**src/rtl/player_motion_engine.sv**
```systemverilog
// Purpose : moves a player sprite one pixel per STEP_DIV cycles (diagonally when
//           both axes differ) from its current position to a latched target.
// Latency : first step STEP_DIV edges after the start edge; done d*STEP_DIV+1 edges
//           after it, where d = max(|dx|,|dy|).
// Backpressure: none; a start event arriving while a move is running is dropped.
//
// Ports
//   clock   in   1  rising-edge clock
//   reset   in   1  synchronous active-high reset
//   start   in  32  command word, bit 0 is the start request (rising edge triggers)
//   player  in  32  target: [9:0] x, [25:16] y
//   eoc     out 32  status: [0] done, [1] busy, [11:2] pos_x, [21:12] pos_y, rest 0
//   pos_x   out 10  current x position (registered)
//   pos_y   out 10  current y position (registered)

module player_motion_engine #(
   parameter int unsigned STEP_DIV = 4,
   parameter int unsigned X_MAX    = 639,
   parameter int unsigned Y_MAX    = 479,
   parameter int unsigned X_HOME   = 0,
   parameter int unsigned Y_HOME   = 0
) (
   input  logic        clock,
   input  logic        reset,
   input  logic [31:0] start,
   input  logic [31:0] player,
   output logic [31:0] eoc,
   output logic [9:0]  pos_x,
   output logic [9:0]  pos_y
);

   localparam logic [9:0] X_MAX_C  = 10'(X_MAX);
   localparam logic [9:0] Y_MAX_C  = 10'(Y_MAX);
   localparam logic [9:0] X_HOME_C = 10'(X_HOME);
   localparam logic [9:0] Y_HOME_C = 10'(Y_HOME);
   // Divider value on which a step is taken; STEP_DIV=1 steps on every edge.
   localparam logic [7:0] DIV_LAST = 8'(STEP_DIV - 1);

   typedef enum logic [1:0] {
      ST_IDLE = 2'd0,
      ST_MOVE = 2'd1,
      ST_DONE = 2'd2
   } state_t;

   state_t      state_q, state_d;
   logic        start_q, start_d;
   logic [7:0]  div_q, div_d;
   logic [9:0]  tgt_x_q, tgt_x_d;
   logic [9:0]  tgt_y_q, tgt_y_d;
   logic [9:0]  pos_x_q, pos_x_d;
   logic [9:0]  pos_y_q, pos_y_d;
   // Only the 22 meaningful status bits are stored; the top 10 are constant zero.
   logic [21:0] eoc_q, eoc_d;

   logic        start_evt;
   logic [9:0]  req_x, req_y;
   logic        at_tgt;
   logic        step_now;
   logic [9:0]  step_x, step_y;

   // Command bits and target bits outside the defined fields are don't-care.
   logic unused_in_bits;
   assign unused_in_bits = ^{start[31:1], player[31:26], player[15:10]};

   assign start_evt = start[0] & ~start_q;

   // Clamp the requested target into the playfield so motion can never leave it.
   assign req_x = (player[9:0]   > X_MAX_C) ? X_MAX_C : player[9:0];
   assign req_y = (player[25:16] > Y_MAX_C) ? Y_MAX_C : player[25:16];

   assign at_tgt   = (pos_x_q == tgt_x_q) && (pos_y_q == tgt_y_q);
   assign step_now = (div_q == DIV_LAST);

   // One pixel toward the target on each axis; an axis already on target holds.
   // Target is clamped and position starts in range, so +/-1 never wraps.
   always_comb begin
      step_x = pos_x_q;
      step_y = pos_y_q;
      if (pos_x_q < tgt_x_q) begin
         step_x = pos_x_q + 10'd1;
      end else if (pos_x_q > tgt_x_q) begin
         step_x = pos_x_q - 10'd1;
      end
      if (pos_y_q < tgt_y_q) begin
         step_y = pos_y_q + 10'd1;
      end else if (pos_y_q > tgt_y_q) begin
         step_y = pos_y_q - 10'd1;
      end
   end

   // Next-state and datapath
   always_comb begin
      state_d = state_q;
      start_d = start[0];
      div_d   = div_q;
      tgt_x_d = tgt_x_q;
      tgt_y_d = tgt_y_q;
      pos_x_d = pos_x_q;
      pos_y_d = pos_y_q;

      case (state_q)
         ST_IDLE, ST_DONE: begin
            if (start_evt) begin
               tgt_x_d = req_x;
               tgt_y_d = req_y;
               div_d   = 8'd0;
               state_d = ST_MOVE;
            end
         end
         ST_MOVE: begin
            // Start events are deliberately not looked at here.
            if (at_tgt) begin
               state_d = ST_DONE;
            end else if (step_now) begin
               div_d   = 8'd0;
               pos_x_d = step_x;
               pos_y_d = step_y;
            end else begin
               div_d = div_q + 8'd1;
            end
         end
         default: begin
            state_d = ST_IDLE;
         end
      endcase

      // Status is built from next-state values so it lines up with pos_x/pos_y
      // and the state on the same edge while still coming straight from a flop.
      eoc_d = {pos_y_d, pos_x_d, (state_d == ST_MOVE), (state_d == ST_DONE)};
   end

   always_ff @(posedge clock) begin
      if (reset) begin
         state_q <= ST_IDLE;
         // Loaded high so a start bit held through reset is not seen as a rise.
         start_q <= 1'b1;
         div_q   <= 8'd0;
         tgt_x_q <= X_HOME_C;
         tgt_y_q <= Y_HOME_C;
         pos_x_q <= X_HOME_C;
         pos_y_q <= Y_HOME_C;
         eoc_q   <= {Y_HOME_C, X_HOME_C, 2'b00};
      end else begin
         state_q <= state_d;
         start_q <= start_d;
         div_q   <= div_d;
         tgt_x_q <= tgt_x_d;
         tgt_y_q <= tgt_y_d;
         pos_x_q <= pos_x_d;
         pos_y_q <= pos_y_d;
         eoc_q   <= eoc_d;
      end
   end

   assign eoc   = {10'b0, eoc_q};
   assign pos_x = pos_x_q;
   assign pos_y = pos_y_q;

endmodule
```
**config.mk**
```make
export PLATFORM = sky130hd
export DESIGN_NAME = player_motion_engine
export DESIGN_NICKNAME = d
export VERILOG_FILES = /design/src/rtl/player_motion_engine.sv
export SDC_FILE = /design/constraint.sdc
export NUM_CORES = 1
export LEC_CHECK = 0
export ABC_AREA = 1
export BUFFER_PORTS_ARGS = -buffer_cell sky130_fd_sc_hd__buf_2
export CAP_MARGIN = 30
export CORE_UTILIZATION = 45
export DETAILED_ROUTE_END_ITERATION = 12
export GPL_ROUTABILITY_DRIVEN = 1
export PLACE_DENSITY = 0.71
export SYNTH_ARGS = -nofsm -noshare
export SYNTH_HDL_FRONTEND = slang
export SYNTH_SLANG_ARGS = --single-unit
```
**constraint.sdc**
```tcl
create_clock -name clock -period 3 [get_ports clock]
set_input_delay 0.45 -clock clock [delete_from_list [all_inputs] [get_ports clock]]
set_output_delay 0.45 -clock clock [all_outputs]
set_load 0.05 [all_outputs]
```
Word-level counts from Yosys, hierarchy flattened
Cells that the tools add are included.
Word-level totals
  memory bits (read-only): 0
  memories kept: 0
  word-level logic and storage cells: 55
  flip-flop bits (word level): 73
  bits in latches: 0
  bits of input ports: 66
  output and inout bits: 52
  memory bits (writable): 0
Cells by class
  divide/modulo/power cells: 0
  $mul: 0
  add/sub/neg operators: 5
  order comparisons: 6
  equal/unequal tests: 9
  shift-type cells: 0
  mux-type cells: 19
  bitwise logic cells: 2
  reduce and logical (&&, ||, !) cells: 6
Operators with widths (count)
  $mux 10: 12
  $mux 8: 3
  $add 10x1->10 const B: 2
  $eq 10x10->1: 2
  $gt 10x10->1: 2
  $lt 10x10->1: 2
  $sub 10x1->10 const B: 2
  $pmux 8 s2: 1
  $gt 10x10->1 const B: 1
  $gt 10x9->1 const B: 1
  $add 8x1->8 const B: 1
  $eq 8x2->1 const B: 1
  $eq 2x1->1 const B: 2
  $eq 2x2->1 const B: 2
  $mux 2: 2
  $ne 2x2->1 const B: 2
  $pmux 2 s2: 1
  $reduce_and 3->1: 1
  $logic_not 2->1: 1
  $reduce_and 2->1: 1
  $reduce_bool 2->1: 1
  $reduce_or 2->1: 1
  $and 1x1->1: 1
  $logic_and 1x1->1: 1
  $not 1->1: 1

Depth between registers and ports, before layout
Gate-level depths: netlist of the first run.
  depth in word-level cells: 6
  depth in mapped cells: 14
  mapped depth without buffers: 13

Least setup slack after synthesis of the first run
OpenSTA, ideal clock, no wires.
  path type: register -> register
  start: register pos_x_q[7], in the netlist pos_x[7]
  end: register pos_y_q[2], in the netlist pos_y[2]
  buffers on the path: 1
  cell stages (with the launch flop): 13
  setup time: 0.113 ns
  arrival: 2.012 ns
  path slack: 0.875 ns
  path through: dfxtp_1 -> ha_1 -> nand2_1 -> nor2_4 -> nand2_1 -> nor2_4 -> nand2_4 -> nand2_4 -> nor2_8 -> nand2_8 -> buf_6 -> nor2_1 -> nor2_1
Between the ends
  word-level cells in the longest chain between the ends: 4
Ends and longest elaborated chain
  start: declaration: RTL line 50  | logic [9:0] pos_x_q, pos_x_d;
  start signal: assignment: RTL line 149  | pos_x_q <= pos_x_d;
  $eq 10x10->1: RTL line 71  | assign at_tgt = (pos_x_q == tgt_x_q) && (pos_y_q == tgt_y_q);
  $logic_and 1x1->1: RTL line 71
  $mux 10: RTL line 112  | if (at_tgt) begin
  $mux 10: RTL line 101  | case (state_q)
  end signal: assignment: RTL line 150  | pos_y_q <= pos_y_d;
  end: declaration: RTL line 51  | logic [9:0] pos_y_q, pos_y_d;
Every way passes these cells.
A chain may end at the register's enable or synchronous reset.

Worst setup path in the final report of the first run
  start: register pos_y_q[5], in the netlist pos_y[5]
  end: register pos_y_q[1], in the netlist pos_y[1]
Between the ends
  word-level cells in the longest chain between the ends: 6
  elaborated cells between the ends (all ways): 9
  those cells by class: 2 x order compare; 1 x eq/ne; 5 x mux; 1 x reduce/logical
Ends and longest elaborated chain
  $gt 10x10->1: RTL line 86  | end else if (pos_y_q > tgt_y_q) begin
  $mux 10: RTL line 86
  $mux 10: RTL line 84  | if (pos_y_q < tgt_y_q) begin
  $mux 10: RTL line 114  | end else if (step_now) begin
  $mux 10 (*): RTL line 112
  $mux 10 (*): RTL line 101
Every way passes the cells marked *; elsewhere a longest branch is shown, timed or not.

==> results of run 1 <==
[metal layers]
metal | global-route usage, % | vias up | share of wire (%)
met4 | 4.353 | 0 | 0.89
met2 | 33.15 | 95 | 48
met5 | 0 | - | 0
li1 | - | 1908 | -
met3 | 3.081 | 5 | 5.6
met1 | 24.83 | 1616 | 46
[kinds of logic after synthesis]
| group | Yosys count |
|---|---|
| AND/OR/NAND/NOR | 310 |
| buffers and inverters | 119 |
| AO/OA/AOI/OAI | 63 |
| flip-flops | 53 |
| adder cells (fa/ha/maj) | 25 |
| XOR/XNOR | 22 |
| other | 1 |
[flip-flops by register name, summed over array words and instances (netlist names)]
| name | count |
|---|---|
| div_q | 8 |
| eoc_q | 3 |
| pos_x | 9 |
| pos_y | 10 |
| start_q | 1 |
| state_q | 2 |
| tgt_x_q | 10 |
| tgt_y_q | 10 |
[where the power goes]
group	total (W)	internal, W	switching, W
registers	0.000806	0.000767	0.0000388
logic	0.000823	0.000258	0.000565
clock network	0.000422	0.000166	0.000256
total	0.00205	0.00119	0.000859
[critical path, stage by stage, from the launching register on]
cell and delay (ps):
dfxtp_1 560, ha_1 310, nand2_1 130, nor2_4 70, nand3_1 140, nand2_1 80
nor2_2 330, nand2_1 90, nand3_1 100, nor2_1 40, nor2_1 90
[worst max-delay path by stage]
stage               cells past startpoint  slack (ps)                     to                  start
floorplan                              12         880  pos_y[2]$_SDFFE_PP0P_  pos_x[7]$_SDFFE_PP0P_
global placement                       10        1000  pos_y[8]$_SDFFE_PP0P_  pos_y[5]$_SDFFE_PP0P_
detailed placement                     10         980  pos_y[1]$_SDFFE_PP0P_  pos_y[5]$_SDFFE_PP0P_
CTS                                    10         960  pos_y[1]$_SDFFE_PP0P_  pos_y[5]$_SDFFE_PP0P_
global route                           12         730  pos_x[6]$_SDFFE_PP0P_  pos_x[5]$_SDFFE_PP0P_
finish                                 10         990  pos_y[1]$_SDFFE_PP0P_  pos_y[5]$_SDFFE_PP0P_
[synthesized netlist by cell type, drive strengths merged]
master  number  area share (%)
a211oi       1            0.19
a21boi       1            0.19
a21o         2            0.38
a21oi       26             3.4
a221oi       6             1.3
a41oi        1            0.22
buf         40             7.6
clkbuf       9            0.95
conb         1           0.095
dfxtp       53              27
ha          25             7.9
inv         70             6.6
nand2      148              16
nand3       41             5.5
nand3b       4            0.76
nand4        7             1.3
nor2       104              12
nor3         6             1.0
o211ai       1            0.19
o21ai       24             3.0
o21bai       1            0.19
xor2        22             4.9
[area by class of cell]
class,count,share of cell area [%]
Sequential cell,53,25.13
Timing Repair Buffer,68,8.299
Clock inverter,3,0.5039
Clock buffer,5,1.630
Tap cell,105,3.112
Inverter,70,6.224
Multi-Input combinational cell,430,55.10
[cell usage in the layout, fill, tap and decap left out, types with 5 or more instances in the layout]
cell and n:
nand2_1 140, nor2_1 93, inv_1 69, buf_2 64
dfxtp_1 53, nand3_1 40, a21oi_1 25, ha_1 25
o21ai_0 22, xor2_1 22, conb_1 10, nand4_1 6
a221oi_1 6, nor2_4 5, nand2_4 5, clkbuf_8 5
[metrics by stage]
stage                     total power (W)  setup slack, ps  hold slack [ps]
final                            0.002051            989.2            314.0
after global routing             0.002206            734.4            328.4
after CTS                        0.002076            960.4            303.9
after detailed placement         0.001647            984.4            449.7
after global placement           0.001624             1003            442.7
after floorplan                  0.001500            875.3            433.1
==> qor.yml, run 1 <==
status: "completed"
cts_inserted_buffers: 5
via_per_inst: 4.937
cts_buffer_depth: 2
fin_crit_ps: 2011
critical_path_class: "reg -> reg"
synthAdderAreaFrac_pct: 7.914
setup_violations: 0
die_w_um: 95.72
synth_top_family_by_area: "simple AND/OR/NAND/NOR gates"
p_leak_nw: 2.338
vias: 3624
clock_skew_ps: 7.713
drcViolationCount: 0
area_delta_synth_final_pct: 6.806
ys_ff_latch: 53
min_to: "start_q$_SDFF_PP1_"
clk_latency_ps: 310
r2r-start: "pos_y[5]$_SDFFE_PP0P_"
dieArea_um2: 9162
syn_inst: 593
cts-root-buf: "clkbuf_8"
grt_max_degree: 29
hp-start: "start[0]"
period_share_pct: 67.03
cp_max_fo: 10
yosys.area_share.simple_pct: 35.99
diodes: 0
synth_area_per_cell_um2: 6.665
die_h_um: 95.72
seq_area_um2: 1061
grt_pass1_vias: 3009
final_cell_area_um2: 4222
utilization_pct: 50.62
cts_hold_buf: 0
cts_tree: "built"
tns_ps: 0
ir_worst_vdd_uv: 249.5
antenna_found_initial: 0
routed_wl_mm: 8.342
cts_resized: 0
ys_seq_area_share_pct: 26.84
stdcell_count: 734
coreArea_um2: 8341
initial_core_util_pct: 47.39
drive_above_1_share_pct: 16.06
whs_path_depth: 3
postRouteAntennaNets: 0
row_count: 33
timing.final.hold_violations: 0
yosysWarnings: 0
avgRoutedWirePerCell_um: 11.37
multi_input_comb_area_um2: 2326
maxCapViolCount: 0
worstSetupStartpointType: "flop"
grt_usage_pct: 19.12
hold_class: "in -> reg"
synth-compound-area-share_pct: 9.117
p_per_area_nw_per_um2: 485.8
gp_congestion: 0.8664
hpwlAfterDp_mm: 6.365
dp.cells: 726
io_pins: 118
grt_pass1_wl_mm: 13.83
synthDistinctLibCells: 38
drtIter0Drc: 149
cts.sinks: 53
tightest_slew_ps: 609.5
placed_cell_area_um2: 4131
drtPass1Iterations: 4
port_buffers: 64
rrSetupSlack_ps: 990
final_max_slew_viol_count: 0
muxShareOfSynthArea_pct: 0
worstRegToRegCells: 10
post_cts_buffers: 0
worstPathRequired_ps: 3260
fmaxAchievable_mhz: 497.3
synthXorXnorAreaFrac_pct: 4.875
h-tree-depth: 2
nFillCells: 865
syn-cell-area_um2: 3953
fin_nets: 719
cts.clk_slew.worst_paths_ps: 100
end_kind: "flop"
max_slew_margin_pct: 58.83
cp_data_arrival_time_ps: 2270
grt_overflow: 0
rsz0062_at_grt: "false"
rr_endpoint: "pos_y[1]$_SDFFE_PP0P_"
Note: power is estimated with default switching activity, not from simulation.
==> run 2: changes to the inputs <==
--- a/config.mk
+++ b/config.mk
@@ -11,7 +11,7 @@
 export CORE_UTILIZATION = 45
 export DETAILED_ROUTE_END_ITERATION = 12
 export GPL_ROUTABILITY_DRIVEN = 1
-export PLACE_DENSITY = 0.71
+export PLACE_DENSITY = 0.74
 export SYNTH_ARGS = -nofsm -noshare
 export SYNTH_HDL_FRONTEND = slang
 export SYNTH_SLANG_ARGS = --single-unit
==> constraint.sdc (replaced) <==
create_clock -name clock -period 1.8 [get_ports clock]
set_input_delay 0.27 -clock clock [delete_from_list [all_inputs] [get_ports clock]]
set_output_delay 0.27 -clock clock [all_outputs]
set_load 0.05 [all_outputs]
==> run 2 against run 1 <==
The run now ends with setup timing left. Sequential power up 65%. Register-to-register slack got worse by 1000 ps. Hold slack worse by 170 ps. Clock skew increased by 4.1 ps. Worst setup slack lost 1000 ps. Combinational power rose by 130%. First-iteration DRC count grew 52%. Non-clock buffer count rose by 41. Wire length up 25%. Via count increased by 10%. Clock power is 90% higher. Largest cell class unchanged. Largest power group unchanged. Highest routed layer unchanged.
==> qor.yml, run 2 (synthesized netlist as in run 1, its figures left out) <==
end_kind: "flop"
critPathMaxStageDelay_ps: 350
layout_common_cells: "121 x nand2_1, 90 x nor2_1, 64 x buf_2"
final_common_cell: "nand2_1"
status: "complete, but fails checks"
avgRoutedWirePerCell_um: 13.40
timing.final.hold_violations: 0
coreArea_um2: 8341
p_per_area_nw_per_um2: 797.1
cts_tree: "built"
clock_skew_ps: 11.78
slowest_stage: "dfxtp_2"
drcViolationCount: 0
die_w_um: 95.72
h-tree-depth: 2
utilization_pct: 60.59
placed_cell_area_um2: 4399
cp_cell_sequence: "inv_2, ha_4, nand2_4, nor2_4, nand2_4, nor2_8, nand2_4, nand2_4, nor2_8, buf_12, nand2_4, nand2_1, nand2_1, nor2_1"
cts_hold_buf: 0
setup_violations: 16
drtIter0Drc: 227
final_cell_area_um2: 5054
routed_wl_mm: 10.45
vias: 3994
grt_max_degree: 26
gp_congestion: 0.8743
cts.clk_slew.worst_paths_ps: 90
grt_usage_pct: 20.36
drive_above_1_share_pct: 34.22
die_h_um: 95.72
cp_data_arrival_time_ps: 2050
hold_class: "in -> reg"
worstSetupStartpointType: "flop"
row_count: 33
via_per_inst: 5.121
fin_nets: 765
maxCapViolCount: 0
worstPathRequired_ps: 2010
ir_worst_vdd_uv: 481.9
worstRegToRegCells: 14
final_max_slew_viol_count: 0
grt_pass1_wl_mm: 14.75
critical_path_class: "reg -> reg"
tightest_slew_ps: 636.3
drtPass1Iterations: 6
cp_common_cell: "nand2_4"
rsz0062_at_grt: "true"
cts_inserted_buffers: 5
cts-root-buf: "clkbuf_8"
cts.sinks: 53
clk_latency_ps: 320
io_pins: 118
max_slew_margin_pct: 57.02
area_delta_synth_final_pct: 27.86
cts_buffer_depth: 2
diodes: 0
setup_ws_ps: -37.76
fmaxAchievable_mhz: 544.1
violations: "setup timing"
grt_overflow: 0
whs_path_depth: 3
hpwlAfterDp_mm: 6.776
port_buffers: 64
dieArea_um2: 9162
postRouteAntennaNets: 0
period_share_pct: 102.1
grt_pass1_vias: 3334
initial_core_util_pct: 47.39
fin_crit_ps: 1838
cp_max_fo: 6
p_leak_nw: 2.614
antenna_found_initial: 0
==> run 2: report_power, final <==
part / switching (W) / leakage (nW) / total [W] / internal, W
sequential: 0.0000644 / 0.452 / 0.00133 / 0.00127
clock: 0.000402 / 0.0566 / 0.000800 / 0.000398
combinational: 0.00118 / 2.11 / 0.00189 / 0.000716
==> run 2: metal layers <==
layer	wire [µm]	vias to the layer above	track usage, %
li1	-	2004	-
met1	4431	1827	25.29
met2	5375	146	36.73
met3	513	17	2.607
met4	133	0	5.721
met5	0	-	0
==> run 2: through the flow <==
stage          total power, W  cells  hold WS, ps  setup slack (ps)  TNS, ps
2_1_floorplan        0.002482    602        366.4             9.752        0
3_3_place_gp         0.002785    753        444.2             4.757        0
3_5_place_dp         0.002823    753        457.5            -55.83   -421.6
4_1_cts              0.003666    764        142.8             2.069        0
5_1_grt              0.004259    780        153.9            -113.4    -2382
6_report             0.004028    780        148.1            -37.76   -292.8
==> run 2: worst max-delay path, delay by kind of cell (launching register included) <==
| family | cells | cell delay [ps] |
|---|---|---|
| AND/OR/NAND/NOR | 11 | 900 |
| flip-flops | 1 | 350 |
| adder cells (fa/ha/maj) | 1 | 270 |
| buffers and inverters | 2 | 190 |
==> run 2: path summary, 6_finish.rpt <==
| kind | startpoint | end | slack (ps) |
|---|---|---|---|
| min | start[0] | start_q$_SDFF_PP1_ | 150 |
| max | tgt_y_q[7]$_SDFFE_PP0P_ | pos_y[7]$_SDFFE_PP0P_ | -40 |
| max reg2reg | tgt_y_q[7]$_SDFFE_PP0P_ | pos_y[7]$_SDFFE_PP0P_ | -40 |
| min reg2reg | tgt_x_q[7]$_SDFFE_PP0P_ | tgt_x_q[7]$_SDFFE_PP0P_ | 480 |
==> run 2: area by class of cell <==
| class | instances | area [µm²] |
|---|---|---|
| Clock buffer | 8 | 111.4 |
| Fill cell | 736 | 3287 |
| Inverter | 70 | 262.8 |
| Multi-Input combinational cell | 435 | 2723 |
| Sequential cell | 53 | 1144 |
| Tap cell | 105 | 131.4 |
| Timing Repair Buffer | 109 | 681.9 |
==> run 2: repair_timing <==
action / CTS / global route
buffers inserted: 3 / 11
cloned: 0 / 5
pin swaps: 1 / 30
resized for setup: 5 / 77
endpoints found under the setup margin: 24 / 30
==> run 3: changes to the inputs <==
--- a/config.mk
+++ b/config.mk
@@ -8,10 +8,13 @@
 export ABC_AREA = 1
 export BUFFER_PORTS_ARGS = -buffer_cell sky130_fd_sc_hd__buf_2
 export CAP_MARGIN = 30
-export CORE_UTILIZATION = 45
+export CELL_PAD_IN_SITES_DETAIL_PLACEMENT = 1
+export CELL_PAD_IN_SITES_GLOBAL_PLACEMENT = 2
+export CORE_MARGIN = 8
+export CORE_UTILIZATION = 25
 export DETAILED_ROUTE_END_ITERATION = 12
 export GPL_ROUTABILITY_DRIVEN = 1
-export PLACE_DENSITY = 0.74
+export PLACE_DENSITY_LB_ADDON = 0.1
 export SYNTH_ARGS = -nofsm -noshare
 export SYNTH_HDL_FRONTEND = slang
 export SYNTH_SLANG_ARGS = --single-unit
==> run 3 against run 2 <==
The flow still finishes with violations (setup timing). Clock-buffer cell count fell by 3. Clock power grew 28%. Clock skew shrank 3.0 ps. Global-route usage down 6.9 points. Critical path type unchanged. Hold slack better by 1.9 ps. Die area grew 120%.
==> qor.yml, run 3 (synthesized netlist as in run 1, its figures left out) <==
setup_ws_ps: -21.88
tns_ps: -49.87
hp-start: "start[0]"
grt.met1_usage_pct: 15.64
violations: "setup timing"
ir_worst_vdd_uv: 394.3
layout_common_cells: "112 x nand2_1, 91 x nor2_1, 64 x buf_2"
critical_path_class: "reg -> reg"
stdcell_count: 912
io_pins: 118
cts_tree: "built"
final_common_cell: "nand2_1"
port_buffers: 64
dpl_worst_slack_ps: -124.2
cp_data_arrival_time_ps: 2030
worstSetupStartpointType: "flop"
worstPathRequired_ps: 2000
rsz0062_at_grt: "true"
gp_congestion: 0.7618
antenna_found_initial: 0
busiest_layer: "met2"
worstRegToRegCells: 13
placed_cell_area_um2: 4736
whs_path_depth: 3
rr_endpoint: "pos_y[0]$_SDFFE_PP0P_"
via_per_inst: 4.361
maxCapViolCount: 0
r2r-start: "tgt_y_q[9]$_SDFFE_PP0P_"
drcViolationCount: 0
drive_above_1_share_pct: 37.36
hpwlAfterDp_mm: 9.671
fin_nets: 786
end_kind: "flop"
fin_crit_ps: 1822
diodes: 0
fmaxAchievable_mhz: 548.9
min_to: "start_q$_SDFF_PP1_"
postRouteAntennaNets: 0
hold_class: "in -> reg"
p_per_area_nw_per_um2: 813.5
grt_usage_pct: 13.44
grt_overflow: 0
period_share_pct: 101.2
rrSetupSlack_ps: -20
cts-root-buf: "clkbuf_16"
setup_violations: 6
dp.cells: 887
row_count: 46
grt_pass1_wl_mm: 21.47
drtPass1Iterations: 4
cp_max_fo: 4
coreArea_um2: 15660
grt_max_degree: 25
met2_usage_pct: 24.61
grt_use_met3_pct: 3.091
cts.sinks: 53
clk_latency_ps: 310
max_slew_margin_pct: 59.50
cts.clk_slew.worst_paths_ps: 70
die_w_um: 141.7
tightest_slew_ps: 603.4
area_delta_synth_final_pct: 39.06
p_leak_nw: 2.771
drtIter0Drc: 103
final_max_slew_viol_count: 0
total_power_w: 0.004471
clock_skew_ps: 8.811
status: "complete, but fails checks"
timing.final.hold_violations: 0
avgRoutedWirePerCell_um: 14.56
dieArea_um2: 20090
grt_pass1_vias: 4185
initial_core_util_pct: 25.25
cts_buffer_depth: 2
vias: 3977
final_cell_area_um2: 5497
cts_inserted_buffers: 5
die_h_um: 141.7
routed_wl_mm: 13.28
cts_hold_buf: 0
h-tree-depth: 2
run 3: cell count changes in the layout (fill, tap and decap cells not counted), moves of 4 or more:
cell	before	now
buf_4	41	58
clkbuf_16	1	6
dfxtp_1	19	23
dfxtp_2	18	14
clkbuf_8	6	0
nand2_4	7	12
nand2_1	121	112
run 3: metal layers:
layer | up-vias | routed length (µm)
met4 | 0 | 94
li1 | 2048 | -
met1 | 1867 | 5904
met2 | 56 | 6782
met3 | 6 | 500
met5 | - | 0
run 3: final cells by class:
class / instances / area (µm²)
Fill cell: 1985 / 10160
Multi-Input combinational cell: 434 / 2774
Sequential cell: 53 / 1139
Timing Repair Buffer: 131 / 905.9
Tap cell: 216 / 270.3
Inverter: 70 / 262.8
Clock buffer: 5 / 125.1
Clock inverter: 3 / 20.02
run 3: stage by stage:
step,util [%],hold WS [ps]
after CTS,33.78,134.5
after detailed placement,30.25,461.0
after floorplan,-,366.4
after global placement,30.25,456.9
final,35.11,149.9
after global routing,35.11,160.4
run 3: worst max-delay path: stages, from the launching register on:
cell and delay [ps]:
dfxtp_2 340, inv_2 40, ha_4 270, nand2_4 50, nor2_4 160, nand2_4 80
nor2_8 130, nand2_4 70, nand2_4 90, nor2_8 60, buf_12 140, buf_6 120
a21oi_2 120, nor2_1 40
run 3: how the worst max path moves through the flow:
stage | from | end | slack [ps] | depth (start not counted)
6_report | tgt_y_q[9]$_SDFFE_PP0P_ | pos_y[0]$_SDFFE_PP0P_ | -20 | 13
4_1_cts | tgt_y_q[7]$_SDFFE_PP0P_ | pos_y[0]$_SDFFE_PP0P_ | -60 | 13
5_1_grt | tgt_y_q[9]$_SDFFE_PP0P_ | div_q[4]$_SDFFE_PP0P_ | -100 | 12
2_1_floorplan | pos_y[0]$_SDFFE_PP0P_ | pos_y[6]$_SDFFE_PP0P_ | 10 | 11
3_5_place_dp | tgt_x_q[7]$_SDFFE_PP0P_ | pos_x[6]$_SDFFE_PP0P_ | -120 | 13
3_3_place_gp | tgt_x_q[9]$_SDFFE_PP0P_ | pos_x[5]$_SDFFE_PP0P_ | -70 | 13
run 3: repair_timing:
action                                  4_1_cts  5_1_grt
setup buffers                                10        2
endpoints found under the setup margin       30       32
pin swaps                                    22       24
resized for setup                            62       38
gates cloned                                  4        1
run 3: power by group:
| group | switching [W] | total [W] | internal [W] |
|---|---|---|---|
| sequential | 0.0000626 | 0.00133 | 0.00127 |
| clock | 0.000501 | 0.00102 | 0.000522 |
| combinational | 0.00124 | 0.00212 | 0.000875 |
